`config.mk`:
```
export PLATFORM = sky130hd
export DESIGN_NAME = button_edge_detector
export DESIGN_NICKNAME = d
export VERILOG_FILES = /design/src/rtl/button_edge_detector.sv
export SDC_FILE = /design/constraint.sdc
export NUM_CORES = 1
export LEC_CHECK = 0
export BUFFER_PORTS_ARGS = -buffer_cell sky130_fd_sc_hd__buf_2
export CAP_MARGIN = 20
export CORE_MARGIN = 5
export CORE_UTILIZATION = 35
export CTS_CLUSTER_DIAMETER = 150
export DETAILED_ROUTE_END_ITERATION = 12
export PLACE_DENSITY = 0.6
export SETUP_SLACK_MARGIN = 0.1
export SLEW_MARGIN = 20
export SYNTH_ARGS = -nofsm -noshare
export SYNTH_HDL_FRONTEND = slang
export SYNTH_SLANG_ARGS = --single-unit
```
`constraint.sdc`:
```
create_clock -name clock -period 3.25 [get_ports clock]
set_input_delay 0.325 -clock clock [delete_from_list [all_inputs] [get_ports clock]]
set_output_delay 0.325 -clock clock [all_outputs]
set_load 0.1 [all_outputs]
```
`src/rtl/button_edge_detector.sv`:
```
// Push-button conditioner: two-flop synchronizer, counter-based debounce, and a
// one-clock strobe on every accepted press (debounced falling edge of the active-low input).
module button_edge_detector #(
    parameter int DEBOUNCE_CYCLES = 50000
) (
    input  logic clock,
    input  logic reset,
    input  logic button_value,
    output logic negative_edge_detected
);

    localparam int            COUNT_W    = $clog2(DEBOUNCE_CYCLES + 1);
    localparam logic [COUNT_W-1:0] COUNT_LAST = COUNT_W'(DEBOUNCE_CYCLES - 1);

    logic               sync1;
    logic               sync2;
    logic               stable;
    logic [COUNT_W-1:0] count;

    logic               stable_next;
    logic [COUNT_W-1:0] count_next;
    logic               pulse_next;

    // Reset value 1 matches the released level, so reset never looks like a press.
    // NOTE: non-blocking assignments keep both flops sampling the same edge; blocking
    // here would collapse the two-stage synchronizer into one stage.
    always_ff @(posedge clock) begin
        if (reset) begin
            sync1 <= 1'b1;
            sync2 <= 1'b1;
        end else begin
            sync1 <= button_value;
            sync2 <= sync1;
        end
    end

    // NOTE: every output gets a default first so no path through this block infers a latch.
    always_comb begin
        stable_next = stable;
        count_next  = '0;
        pulse_next  = 1'b0;
        if (sync2 != stable) begin
            if (count == COUNT_LAST) begin
                stable_next = sync2;
                pulse_next  = ~sync2;
            end else begin
                count_next = count + 1'b1;
            end
        end
    end

    always_ff @(posedge clock) begin
        if (reset) begin
            stable                 <= 1'b1;
            count                  <= '0;
            negative_edge_detected <= 1'b0;
        end else begin
            stable                 <= stable_next;
            count                  <= count_next;
            negative_edge_detected <= pulse_next;
        end
    end

endmodule

```
==> impl_metrics.tcl <==
set metrics [dict create \
    outcome "finished clean" \
    start_util_pct 37.3 \
    placed_cells 120 \
    cts_resized 0 \
    synth-async-reset-ratio_pct 0 \
    finalMaxSlewViolations 0 \
    antenna_found_initial 0 \
    syn_nets 94 \
    routedWlPerCell_um 10.3 \
    postCtsSetupRepairBufs 0 \
    power_density_mw_per_mm2 400 \
    die_area_mm2 0.00349 \
    synth-xor-area-share_pct 15.6 \
    drc_errors 0 \
    worst_hold_slack_ns 0.217 \
    synthAdderAreaFrac_pct 1.49 \
    setup_ws_ns 1.39 \
    period_share_pct 57.1 \
    synth_compound_area_share_pct 1.04 \
    place_congestion 0.755 \
    grt_use_total_pct 9.62 \
    pre_cts_ws_ns 1.41 \
    num_antenna_cells 0 \
    p_leak_nw 0.265 \
    layout.nets 101 \
    clockBufferDepth 2 \
    yosys_register_bits 20 \
    total_power_uw 361 \
    crit_required_ns 3.43 \
    synth_area_leaders "dfxtp_1 48%, xnor2_1 15%, nor2_1 9.4%, nand3_1 3.0%, nand4bb_1 2.7%" \
    netlist_area_um2 842 \
    synth_top_family_by_area "simple AND/OR/NAND/NOR gates" \
    fillers 242 \
    io_pins 4 \
    post-synth-top-count-cell "nor2_1" \
    crit_arrival_ns 2.04 \
    maxCapViolCount 0 \
    fp.coreArea_mm2 0.00225 \
    cts_root_buffer "clkbuf_4" \
    finalNonFillerCells 123 \
    syn_inst 90 \
    grt_pass1_wl_um 2530 \
    drt_wl_total_um 1270 \
    cts.sinks 20 \
    vias 584 \
    postSynthAreaPerCell_um2 9.36 \
    rsz0062_at_grt "false" \
    timing.final.crit_period_ns 1.86 \
    finClkSkew_ns 0.00136 \
    synth_seq_area_share_pct 47.5 \
    ir_drop_mv 0.247 \
    place.detailed.hpwl_um 953 \
    cp_max_fo 7 \
    synth_top_area_share_pct 47.5 \
    die_x_um 59.1 \
    synth.distinct_cells 20 \
    grt_max_degree 16 \
    overflow 0 \
    die_y_um 59.1 \
    regArea_um2 400 \
    synthSimpleGateAreaFrac_pct 31.2 \
    setup_viol 0 \
    finalHoldViolCount 0 \
    cts_buffers 3 \
    endpoint_kind "flop" \
    postLayoutCoreUtil_pct 40.1 \
    finalSetupTns_ns 0 \
    synth_common_cells "21 x nor2_1, 20 x dfxtp_1, 14 x xnor2_1" \
    yosys_warnings 0 \
    hp-class "input port to flop" \
    slew_headroom_pct 68.0 \
    dpl_cell_area_um2 881 \
    drive_above_1_share_pct 12.6 \
    initialDrtViolationCount 14 \
    drt.antenna.violating_nets 0 \
    tritoncts "built" \
    fin_area_um2 903 \
    cp-start-kind "flop" \
    synthMuxAreaShare_pct 0 \
    area_growth_pct 7.28 \
    clk_latency_ns 0.28 \
    via_per_inst 4.75 \
    path_class "flop to flop" \
    multi_input_area_um2 415 \
    drt_first_pass_iters 4 \
    synth_edf_count 0 \
    htree_num_levels 1 \
    ctsHoldBuffers 0 \
    fmax_mhz 539 \
    num_rows 17 \
    synth-main-ff-cell "dfxtp_1" \
    yosysTopAreaCell "dfxtp_1" \
    grt_pass1_vias 594 \
    path_clk_slew_ns 0.10 \
    io_buffers 3 \
    tightest_slew_ns 0.484 \
]
[layer usage]
layer,up-vias,global-route usage [%],share of wire (%)
li1,312,-,-
met1,267,12.6,52
met2,3,13.9,45
met3,2,2.61,1.9
met4,0,5.83,1.1
met5,-,0,0
[cell families (layout without fill, tap and decap cells)]
logic type / count (synthesis) / in the layout
xor gates and xnor gates: 15 / 15
AOI/OAI and AO/OA: 1 / 1
buffers and inverters: 5 / 10
and+or+nand+nor: 48 / 48
adders and majority gates: 1 / 1
DFF: 20 / 20
[placed cells by master (no fill, tap or decap), drive strengths merged]
master   instances
nor4             3
xor2             1
nand4            3
or4b             1
nand3            5
or2              2
inv              4
nor2            21
nand2            4
a211o            1
or4              1
and3             1
nor4b            1
buf              3
xnor2           14
ha               1
nand4bb          2
dfxtp           20
nor3             4
clkbuf           3
[worst paths after layout]
kind                                       endpoint                start  cells after the start  slack (ns)
worst min register to register     sync2$_SDFF_PP1_     sync1$_SDFF_PP1_                      1        0.42
worst max-delay path            stable$_SDFFE_PP1P_  count[0]$_SDFF_PP0_                      4        1.39
worst max register to register  stable$_SDFFE_PP1P_  count[0]$_SDFF_PP0_                      4        1.39
worst min-delay path               sync1$_SDFF_PP1_         button_value                      2        0.22
[cell type report]
| class | count | share of cell area [%] |
|---|---|---|
| Clock buffer | 3 | 2.49 |
| Inverter | 4 | 1.66 |
| Multi-Input combinational cell | 65 | 46.0 |
| Sequential cell | 20 | 44.3 |
| Tap cell | 28 | 3.88 |
| Timing Repair Buffer | 3 | 1.66 |
[flip-flops by register name, indices dropped and copies added, names as in the netlist]
signal                  cells
sync2                       1
negative_edge_detected      1
stable                      1
sync1                       1
count                      16
[report_power, final]
| part | switching [mW] | total, mW | internal (mW) | leakage [nW] |
|---|---|---|---|---|
| clock network | 0.0654 | 0.108 | 0.0430 | 0.0138 |
| logic | 0.00314 | 0.00562 | 0.00249 | 0.0894 |
| registers | 0.000987 | 0.247 | 0.246 | 0.162 |
| total | 0.0695 | 0.361 | 0.292 | 0.265 |
[worst max-delay path, stage by stage (launching register included)]
cell     delay, ns
dfxtp_1       0.39
ha_1          0.20
nand3_1       0.24
or4_4         0.60
a211o_1       0.32
(Power assumes the default switching activity.)
